--- src/rtl/switch_event_queue.sv ---
// Synchronises and debounces NUM_SW switch pins, converts each press into a
// one-based channel code, and queues the codes for the processor to pop.
module switch_event_queue #(
  parameter  int NUM_SW         = 3,
  parameter  int DEBOUNCE_TICKS = 4,
  parameter  int FIFO_DEPTH     = 4,
  localparam int VAL_W          = $clog2(NUM_SW + 1),
  localparam int CNT_W          = $clog2(FIFO_DEPTH + 1)
) (
  input  logic              clk,
  input  logic              clr,
  input  logic              pulse_en,
  input  logic [31:0]       addr,
  input  logic              rd,
  input  logic [NUM_SW-1:0] switches,
  output logic [VAL_W-1:0]  switch_val,
  output logic [CNT_W-1:0]  ev_count,
  output logic              not_empty,
  output logic              overflow
);

  localparam int DB_W  = $clog2(DEBOUNCE_TICKS + 1);
  localparam int PTR_W = $clog2(FIFO_DEPTH);

  logic [NUM_SW-1:0] sync1_reg, sync2_reg;
  logic [NUM_SW-1:0] stable;
  logic [NUM_SW-1:0] stable_d_reg;
  logic [NUM_SW-1:0] pending_reg;
  logic [NUM_SW-1:0] rise;
  logic [NUM_SW-1:0] sel_onehot;
  logic [VAL_W-1:0]  sel_code;

  logic [VAL_W-1:0]  mem [FIFO_DEPTH];
  logic [PTR_W-1:0]  wr_ptr_reg, rd_ptr_reg;
  logic [CNT_W-1:0]  count_reg;
  logic              overflow_reg;

  logic have_ev, empty, full, pop_req, pop, stat_rd, push, drop;

  // Only the decoded address bits matter; the rest are intentionally ignored.
  logic unused_addr_bits;
  assign unused_addr_bits = ^{addr[31:24], addr[22:3]};

  always_ff @(posedge clk) begin
    if (clr) begin
      sync1_reg <= '0;
      sync2_reg <= '0;
    end else begin
      sync1_reg <= switches;
      sync2_reg <= sync1_reg;
    end
  end

  generate
    for (genvar gi = 0; gi < NUM_SW; gi++) begin : g_debounce
      logic [DB_W-1:0] cnt_reg;
      logic            stable_reg;

      // A level is accepted only after DEBOUNCE_TICKS consecutive differing ticks.
      always_ff @(posedge clk) begin
        if (clr) begin
          cnt_reg    <= '0;
          stable_reg <= 1'b0;
        end else if (sync2_reg[gi] == stable_reg) begin
          cnt_reg <= '0;
        end else if (pulse_en) begin
          if (cnt_reg == DB_W'(DEBOUNCE_TICKS - 1)) begin
            stable_reg <= sync2_reg[gi];
            cnt_reg    <= '0;
          end else begin
            cnt_reg <= cnt_reg + DB_W'(1);
          end
        end
      end

      assign stable[gi] = stable_reg;
    end
  endgenerate

  assign rise = stable & ~stable_d_reg;

  // Lowest pending channel wins; one event leaves the arbiter per cycle.
  always_comb begin
    sel_onehot = pending_reg & (~pending_reg + NUM_SW'(1));
    sel_code   = '0;
    for (int i = NUM_SW - 1; i >= 0; i--) begin
      if (pending_reg[i]) sel_code = VAL_W'(i + 1);
    end
  end

  assign have_ev = |pending_reg;
  assign empty   = (count_reg == '0);
  assign full    = (count_reg == CNT_W'(FIFO_DEPTH));
  assign pop_req = rd && addr[23] && (addr[2:0] == 3'b001);
  assign stat_rd = rd && addr[23] && (addr[2:0] == 3'b010);
  assign pop     = pop_req && !empty;
  assign push    = have_ev && (!full || pop);
  assign drop    = have_ev && full && !pop;

  always_ff @(posedge clk) begin
    if (clr) begin
      stable_d_reg <= '0;
      pending_reg  <= '0;
      wr_ptr_reg   <= '0;
      rd_ptr_reg   <= '0;
      count_reg    <= '0;
      overflow_reg <= 1'b0;
    end else begin
      stable_d_reg <= stable;
      pending_reg  <= (pending_reg & ~sel_onehot) | rise;
      if (push) wr_ptr_reg <= wr_ptr_reg + PTR_W'(1);
      if (pop)  rd_ptr_reg <= rd_ptr_reg + PTR_W'(1);
      case ({push, pop})
        2'b10:   count_reg <= count_reg + CNT_W'(1);
        2'b01:   count_reg <= count_reg - CNT_W'(1);
        default: count_reg <= count_reg;
      endcase
      // A drop in the same cycle as a status read keeps the flag set.
      if (drop)         overflow_reg <= 1'b1;
      else if (stat_rd) overflow_reg <= 1'b0;
    end
  end

  always_ff @(posedge clk) begin
    if (push) mem[wr_ptr_reg] <= sel_code;
  end

  assign switch_val = empty ? '0 : mem[rd_ptr_reg];
  assign ev_count   = count_reg;
  assign not_empty  = !empty;
  assign overflow   = overflow_reg;

endmodule

--- config.mk ---
export PLATFORM = sky130hd
export DESIGN_NAME = switch_event_queue
export DESIGN_NICKNAME = d
export VERILOG_FILES = /design/src/rtl/switch_event_queue.sv
export SDC_FILE = /design/constraint.sdc
export NUM_CORES = 1
export LEC_CHECK = 0
export CELL_PAD_IN_SITES_DETAIL_PLACEMENT = 0
export CELL_PAD_IN_SITES_GLOBAL_PLACEMENT = 1
export CORE_MARGIN = 2
export CORE_UTILIZATION = 34
export CTS_CLUSTER_SIZE = 10
export DETAILED_ROUTE_END_ITERATION = 8
export PLACE_DENSITY = 0.83
export SLEW_MARGIN = 20
export SYNTH_ARGS = -nofsm -noshare
export SYNTH_HDL_FRONTEND = slang
export SYNTH_SLANG_ARGS = --single-unit
export TNS_END_PERCENT = 20
--- constraint.sdc ---
create_clock -name clk -period 2 [get_ports clk]
set_input_delay 0.3 -clock clk [delete_from_list [all_inputs] [get_ports clk]]
set_output_delay 0.3 -clock clk [all_outputs]
set_load 0.05 [all_outputs]
# Yosys cells after proc, flatten, opt, wreduce, memory -nomap -nowiden
# Memory sizes are Yosys's and may differ from the RTL's. A register that Yosys moved wholly into a read port is not among the register bits.
# Index checks and enable logic that the tools add are counted.
# Widths: inputs -> output; s select.
totals:
  mem_bits_rw: 8
  n_memories: 1
  output_inout_bits: 7
  reg_bits: 32
  input_bits: 39
  word_cells: 79
classes:
  n_addsub: 8
  eq_ne: 11
  n_bitwise: 10
  n_reduce_logical: 21
  mux: 14
mem_list:
  columns: ["name", "words", "word_bits", "read_ports", "rd_clocked_by_memory_dff", "write_ports", "line_no", "text"]
  rows:
  - ["mem", 4, 2, 1, 1, 1, "33", "logic [VAL_W-1:0] mem [FIFO_DEPTH];"]
op_table:
  columns: ["op", "n"]
  rows:
  - ["$add 3x1->3 const B", 5]
  - ["$eq 3x2->1 const B", 4]
  - ["$mux 2", 6]
  - ["$and 3x3->3", 3]
  - ["$mux 3", 3]
  - ["$not 3->3", 3]
  - ["$reduce_and 3->1", 3]
  - ["$logic_and 1x1->1", 7]
  - ["$pmux 3 s2", 1]
  - ["$reduce_or 2->1", 3]
  - ["$add 2x1->2 const B", 2]
  - ["$mux 1", 4]
  - ["$reduce_bool 2->1", 2]
  - ["$eq 1x1->1", 3]
  - ["$eq 3x1->1 const B", 1]
  - ["$eq 3x3->1 const B", 1]
  - ["$logic_not 1->1", 3]
  - ["$logic_not 3->1", 1]
  - ["$not 1->1", 3]
  - ["$or 3x3->3", 1]
  - ["$reduce_or 3->1", 1]
  - ["$sub 3x1->3 const B", 1]
  - ["$eq 2x1->1 const B", 1]
  - ["$eq 2x2->1 const B", 1]
  - ["$logic_or 1x1->1", 1]

# Longest topological paths before layout
# Gate-level depths: netlist of run 1.
logic_depth:
  depth_word: 7
  depth_mapped: 9
  ltp_nobuf: 8

# Worst setup path before layout of run 1
# No wires, ideal clock.
synth_path:
  kind: "flip-flop to flip-flop"
  startpoint: "register count_reg[2] (netlist: ev_count[2])"
  endpoint: "register count_reg[1] (netlist: ev_count[1])"
  setup_time_ns: 0.140
  slack_ns: -0.716
  n_path_buf: 1
  arrival_ns: 2.576
  required_time_ns: 1.860
  stages_incl_launch_ff: 9
  path_cell_list: "dfxtp_1 -> buf_4 -> or3_1 -> and3_1 -> nand2_1 -> fa_1 -> nor4_1 -> a2111oi_0 -> a41oi_1"
synth_between:
  elab_chain_cells: 7
  word_cells_on_any_way: 11
  classes_between: "eq/ne (3); mux (1); reduce/logical (7)"
synth_rtl:
  columns: ["item", "line_no", "text"]
  rows:
  - ["start, declared", "35", "logic [CNT_W-1:0] count_reg;"]
  - ["start signal, assigned", "114", "2'b10: count_reg <= count_reg + CNT_W'(1);"]
  - ["start signal, assigned", "115", "2'b01: count_reg <= count_reg - CNT_W'(1);"]
  - ["start signal, assigned", "116", "default: count_reg <= count_reg;"]
  - ["$logic_not 3->1 (*)", "92", "assign empty = (count_reg == '0);"]
  - ["$logic_not 1->1 (*)", null, null]
  - ["via not_empty", "18", "output logic not_empty,"]
  - ["$logic_and 1x1->1 (*)", "96", "assign pop = pop_req && !empty;"]
  - ["$logic_or 1x1->1", "97", "assign push = have_ev && (!full || pop);"]
  - ["$logic_and 1x1->1", "97", null]
  - ["$eq 2x1->1 or $eq 2x2->1 (tied branches)", "113", "case ({push, pop})"]
  - ["$pmux 3 s2 or $reduce_bool 2->1 (tied branches)", null, null]
# Mark *: on every way through the listed nets, which the timed path passes. The rest lies on a longest branch.
# A chain may end at the register's enable or synchronous reset.

# Worst setup path after layout of run 1
layout_path:
  startpoint: "register count_reg[2] (netlist: ev_count[2])"
  endpoint: "register count_reg[1] (netlist: ev_count[1])"
layout_between:
  elab_chain_cells: 7
  word_cells_on_any_way: 11
  classes_between: "eq/ne (3); mux (1); reduce/logical (7)"
layout_rtl:
  columns: ["item", "line_no"]
  rows:
  - ["$logic_not 3->1", "92"]
  - ["$logic_not 1->1", "96"]
  - ["$logic_and 1x1->1", "96"]
  - ["$logic_or 1x1->1", "97"]
  - ["$logic_and 1x1->1", "97"]
  - ["$eq 2x1->1 or $eq 2x2->1 (tied branches)", "113"]
  - ["$pmux 3 s2 or $reduce_bool 2->1 (tied branches)", null]
# Parallel ways exist; a longest one is shown, timed or not.

==> flow_summary_export.csv, run 1 <==
group,metric,value,unit
run_status,outcome,"complete, no violations",
route,routed_via_density,4.80,
route,vias,1391,
global_routing,grt_start_max_net_pins,21,
route,drt_first_iter_violations,37,
floorplan,start_util,0.349,
sta,fin_crit_sh,0.959,
cts,clk_latency,290,ps
worst_setup_path,cp_slowest_cell,"fa_2",
sta,rsz0062_at_grt,"no",
global_routing,grt_usage,0.115,
logic_synthesis,yosysMostFrequentCell,"dfxtp_1",
global_routing,overflow,0,
cts,cts_sinks,42,
sta,period_needed,1920,ps
floorplan,dieHeight,78.7,µm
place,io_buffers,17,
layout,fin_area,0.00237,mm²
route,ant_nets,0,
layout,n_fill_cell,521,
worst_setup_path,reg2reg_depth,7,
layout,seqCellArea,927,µm²
power_and_ir_drop,p_int,1.27,mW
logic_synthesis,ys.flop_type,"dfxtp_1",
logic_synthesis,yosysTopAreaCellShare,0.359,
sta,hold_ws,396,ps
layout,multi_input_area,933,µm²
layout,drive_gt1_frac,0.193,
worst_setup_path,cp_max_fo,2,
sta,slew-limit-headroom,0.671,
logic_synthesis,ys_ff_latch,42,
sta,hold_viol,0,
power_and_ir_drop,peakVddDrop,0.389,mV
cts,cts_tree,"done",
logic_synthesis,syn_avg_cell_area,10.3,µm²
worst_setup_path,reg2reg_from,"ev_count[2]",
sta,worst_pin_slew,493,ps
logic_synthesis,syn_area,0.00190,mm²
route,route.detailed.drc,0,
worst_setup_path,worstSetupEndpointType,"register",
layout,syn_to_final_growth,25.0,%
run,cap_violations,0,
sta,finalMaxSlewViolations,0,
worst_setup_path,cp_num_buf_inv,0,
worst_hold_path,hold_class,"reg -> reg",
global_routing,grt_pass1_wl,5.63,mm
place,gp_congestion,0.751,
route,avgRoutedWirePerCell,11.4,µm
cts,htreeDepth,2,
worst_setup_path,critPathRequiredTime,2210,ps
worst_setup_path,cp_top_family,"simple AND/OR/NAND/NOR gates",
logic_synthesis,async_reset_ff_frac,0,
logic_synthesis,synth_fp_nets,232,
layout,final_cells,290,
worst_setup_path,r2r-end,"ev_count[1]",
floorplan,core,0.00544,mm²
worst_setup_path,r2r_setup_slack,80,ps
logic_synthesis,ys_seq_area_frac,0.485,
logic_synthesis,yosysTopAreaCell,"dfxtp_1",
worst_setup_path,crit_chain,"or3_4 > and3_4 > nand2_2 > fa_2 > nor4_1 > a2111oi_0 > a41oi_1",
global_routing,grt_pass1_vias,1287,
sta,finalClockSkew,5.71,ps
power_and_ir_drop,clkPwrFrac,0.410,
power_and_ir_drop,power.switching,307,µW
worst_setup_path,crit_type,"reg -> reg",
layout,largest_register_ffs,9,
cts,cts_root_buf,"clkbuf_8",
logic_synthesis,ys_top_cells_by_count,"34 x dfxtp_1, 18 x nor2_1, 17 x nand2b_1",
worst_setup_path,start_kind,"register",
floorplan,die_w,78.7,µm
sta,max_clock_freq,522,MHz
route,wl,3.29,mm
place,dpl-instance-area,0.00222,mm²
route,first_pass_iters,4,
place,dp.cells,280,
global_routing,antenna_found_initial,0,
cts,cts_buffers,5,
floorplan,die_area,0.00619,mm²
cts,cts_buffer_depth,2,
logic_synthesis,ys.warnings.count,0,
floorplan,rows,27,
logic_synthesis,synthDistinctLibCells,48,
logic_synthesis,synth_edf_count,8,
power_and_ir_drop,pwr-share-comb,0.042,
worst_hold_path,worstHoldPathCells,1,
floorplan,io_pins,46,
power_and_ir_drop,p_leak,0.922,nW
layout,antenna_cells,0,
worst_hold_path,hold_end,"pending_reg[0]",
place,dp_hpwl,2.36,mm
power_and_ir_drop,p_seq_frac,0.547,
worst_hold_path,min_from,"stable_d_reg[0]",
worst_setup_path,cp.arrival,2130,ps
sta,setup_violations,0,
logic_synthesis,synth_area_leaders,"dfxtp_1 36%, edfxtp_1 13%, nand2b_1 5.6%",
cts,clk_pin_slew,70,ps
worst_setup_path,slowest_delay,430,ps
power_and_ir_drop,swShare,0.194,
power_and_ir_drop,pwr_density_cell,667,mW/mm²
layout,nNetsFinal,264,
logic_synthesis,syn_inst,185,
-- cell usage in the layout, fill, tap and decap left out, types with 4 or more instances in the layout --
master,synthesis,layout
clkdlybuf4s50_1,0,9
inv_1,6,5
nand3b_1,5,5
nor2_1,18,18
nand2_1,9,8
ha_1,7,7
dlymetal6s2s_1,0,5
xor2_1,4,4
edfxtp_1,8,8
nand3_1,6,6
nand2b_1,17,17
clkbuf_8,0,5
nor2b_1,10,10
dfxtp_1,34,31
mux2i_1,4,4
buf_4,2,18
and2_1,6,6
a21oi_1,8,8
-- worst reg2reg max path: stages (launching register included) --
cell and delay [ps]:
dfxtp_4 350, or3_4 390, and3_4 160, nand2_2 60, fa_2 430, nor4_1 180
a2111oi_0 110, a41oi_1 160
-- per-stage QoR --
step / power [mW] / util / setup WS (ps) / setup TNS, ps
6_report: 1.58 / 0.436 / 82.9 / 0
5_1_grt: 1.64 / 0.436 / 27.6 / 0
4_1_cts: 1.61 / 0.428 / -3.36 / -3.36
3_5_place_dp: 0.953 / 0.409 / -367 / -694
3_3_place_gp: 0.951 / 0.409 / -351 / -627
2_1_floorplan: 0.919 / - / -229 / -406
-- per-layer routing --
metal	routed length [µm]	vias to the layer above	GRT usage
li1	-	701	-
met5	0	-	0
met4	75	0	0.0632
met1	1490	656	0.132
met3	128	7	0.0273
met2	1600	27	0.198
-- power by group through the flow --
| stage | Clock (mW) | Combinational [mW] | Sequential, mW |
|---|---|---|---|
| 5_1_grt | 0.702 | 0.0749 | 0.866 |
| 3_5_place_dp | 0 | 0.0671 | 0.886 |
| 2_1_floorplan | 0 | 0.0337 | 0.885 |
| 6_report | 0.649 | 0.0670 | 0.866 |
| 3_3_place_gp | 0 | 0.0660 | 0.885 |
| 4_1_cts | 0.675 | 0.0673 | 0.866 |
-- cells by family after synthesis --
family | share of synthesized area
and+or+nand+nor | 0.258
DFF | 0.485
AOI/OAI and AO/OA | 0.0851
buffers and inverters | 0.0363
adders and majority gates | 0.0567
muxes | 0.0508
xor gates and xnor gates | 0.0277
-- layout make-up --
type / count / share of cell area
Tap cell: 72 / 0.0380
Multi-Input combinational cell: 129 / 0.394
Sequential cell: 42 / 0.391
Clock inverter: 1 / 0.0127
Inverter: 7 / 0.0111
Clock buffer: 7 / 0.0322
Timing Repair Buffer: 32 / 0.121
-- repair_timing --
| action | CTS | global route |
|---|---|---|
| pin swaps | 1 | 5 |
| endpoints found under the setup margin | 1 | 2 |
| setup buffers | 0 | 2 |
| resized for setup | 1 | 8 |
| hold buffers | 0 | 0 |
-- how the worst max path moves through the flow --
stage,cells after the start,to,slack (ps),start
after detailed placement,9,ev_count[2],-370,addr[23]
after floorplan,8,ev_count[1],-230,ev_count[2]
after global placement,9,ev_count[2],-350,addr[23]
after global routing,7,ev_count[1],30,ev_count[2]
after CTS,10,ev_count[2],-3,addr[23]
final,7,ev_count[1],80,ev_count[2]
(Power assumes the default switching activity.)
==> run 2, diff against run 1 <==
--- a/config.mk
+++ b/config.mk
@@ -12,6 +12,7 @@
 export CTS_CLUSTER_SIZE = 10
 export DETAILED_ROUTE_END_ITERATION = 8
 export PLACE_DENSITY = 0.83
+export SETUP_SLACK_MARGIN = 0.4
 export SLEW_MARGIN = 20
 export SYNTH_ARGS = -nofsm -noshare
 export SYNTH_HDL_FRONTEND = slang
==> flow_summary_export.csv, run 2 (synthesized netlist as in run 1, its figures left out) <==
group,metric,value,unit
route,highest_layer,"met4",
floorplan,die_w,78.7,µm
sta,setup_tns,0,ps
worst_setup_path,cp_slowest_cell,"clkdlybuf4s50_1",
cts,cts_root_buf,"clkbuf_8",
sta,period_needed,1880,ps
route,wl_met2,1.58,mm
worst_hold_path,worstHoldPathCells,1,
sta,slew-limit-headroom,0.664,
place,io_buffers,17,
global_routing,overflow,0,
worst_setup_path,cp.arrival,1580,ps
worst_setup_path,crit_chain,"buf_4 > clkdlybuf4s50_1",
route,met3_length,108,µm
worst_setup_path,critPathRequiredTime,1700,ps
route,route.detailed.drc,0,
floorplan,dieHeight,78.7,µm
worst_setup_path,r2r_setup_slack,130,ps
layout,largest_register_ffs,9,
run,cap_violations,0,
worst_setup_path,slowest_delay,810,ps
floorplan,rows,27,
place,dpl-instance-area,0.00224,mm²
layout,utilization,0.440,
run_status,outcome,"complete, no violations",
worst_setup_path,worstSetupEndpointType,"primary output",
place,dp_hpwl,2.35,mm
route,first_pass_iters,4,
floorplan,start_util,0.349,
cts,cts_buffer_depth,2,
cts,cts_tree,"done",
layout,fin_area,0.00239,mm²
floorplan,io_pins,46,
sta,rsz0062_at_grt,"yes",
worst_setup_path,cp_max_fo,6,
cts,cts_sinks,42,
sta,max_clock_freq,531,MHz
worst_setup_path,reg2reg_depth,6,
route,wl,3.21,mm
sta,setup_violations,0,
cts,clk_pin_slew,80,ps
sta,hold_viol,0,
power_and_ir_drop,peakVddDrop,0.400,mV
global_routing,grt_start_max_net_pins,21,
place,gp_congestion,0.769,
floorplan,die_area,0.00619,mm²
layout,drive_gt1_frac,0.214,
worst_hold_path,hold_class,"reg -> reg",
sta,worst_pin_slew,502,ps
worst_setup_path,crit_type,"reg -> out",
sta,hold_ws,387,ps
global_routing,grt_usage,0.114,
route,wl_met1,1.47,mm
layout,syn_to_final_growth,26.1,%
layout,final_cells,292,
global_routing,antenna_found_initial,0,
layout,final_common_cell,"dfxtp_1",
route,avgRoutedWirePerCell,11.0,µm
layout,nNetsFinal,266,
power_and_ir_drop,p_leak,0.903,nW
layout,layout_common_cells,"31 x dfxtp_1, 19 x buf_4, 18 x nor2_1, 17 x nand2b_1, 10 x nor2b_1",
layout,antenna_cells,0,
route,routed_via_density,4.75,
route,ant_nets,0,
place,dp.cells,281,
floorplan,core,0.00544,mm²
sta,fin_crit_sh,0.941,
global_routing,grt_pass1_vias,1331,
worst_setup_path,start_kind,"register",
global_routing,grt_pass1_wl,5.64,mm
route,drt_first_iter_violations,72,
cts,htreeDepth,2,
sta,finalClockSkew,6.80,ps
cts,cts_buffers,5,
cts,clk_latency,290,ps
power_and_ir_drop,pwr_density_cell,637,mW/mm²
route,vias,1387,
sta,finalMaxSlewViolations,0,
==> run 2: stage by stage <==
stage | power, mW | setup WS [ps]
final | 1.52 | 118
after CTS | 1.55 | 98.2
after global placement | 0.949 | -273
after floorplan | 0.916 | -220
after detailed placement | 0.950 | -326
after global routing | 1.59 | 35.8
==> run 2: worst paths after layout <==
path,start,end
setup / recovery,ev_count[0],ev_count[0]
hold / removal,stable_d_reg[0],pending_reg[0]
setup reg to reg,ev_count[0],ev_count[1]
hold reg to reg,stable_d_reg[0],pending_reg[0]
==> run 2: timing repair <==
item	4_1_cts	5_1_grt
hold buffers	0	0
resized for setup	9	6
hold endpoints to repair	0	0
pin swaps	6	3
buffers inserted	2	1
endpoints found under the setup margin	18	12
==> run 2: routing by layer <==
metal | vias up | GRT usage
li1 | 712 | -
met1 | 643 | 0.127
met2 | 27 | 0.207
met3 | 5 | 0.0205
met4 | 0 | 0.0561
met5 | - | 0
==> run 2: worst max-delay path, delay by kind of cell (launching register included) <==
family | cells | cell delay [ps]
buffers and inverters | 2 | 940
flip-flops | 1 | 350
==> run 2: where the power goes <==
group / total, mW / internal (mW) / switching [mW]
sequential: 0.863 / 0.860 / 0.00281
clock: 0.593 / 0.323 / 0.270
combinational: 0.0658 / 0.0366 / 0.0292
==> run 2: cell type report <==
type	instances	area [µm²]
Sequential cell	42	932
Timing Repair Buffer	34	285
Tap cell	72	90.1
Multi-Input combinational cell	129	956
Clock buffer	8	101
Inverter	7	26.3
Fill cell	516	3050
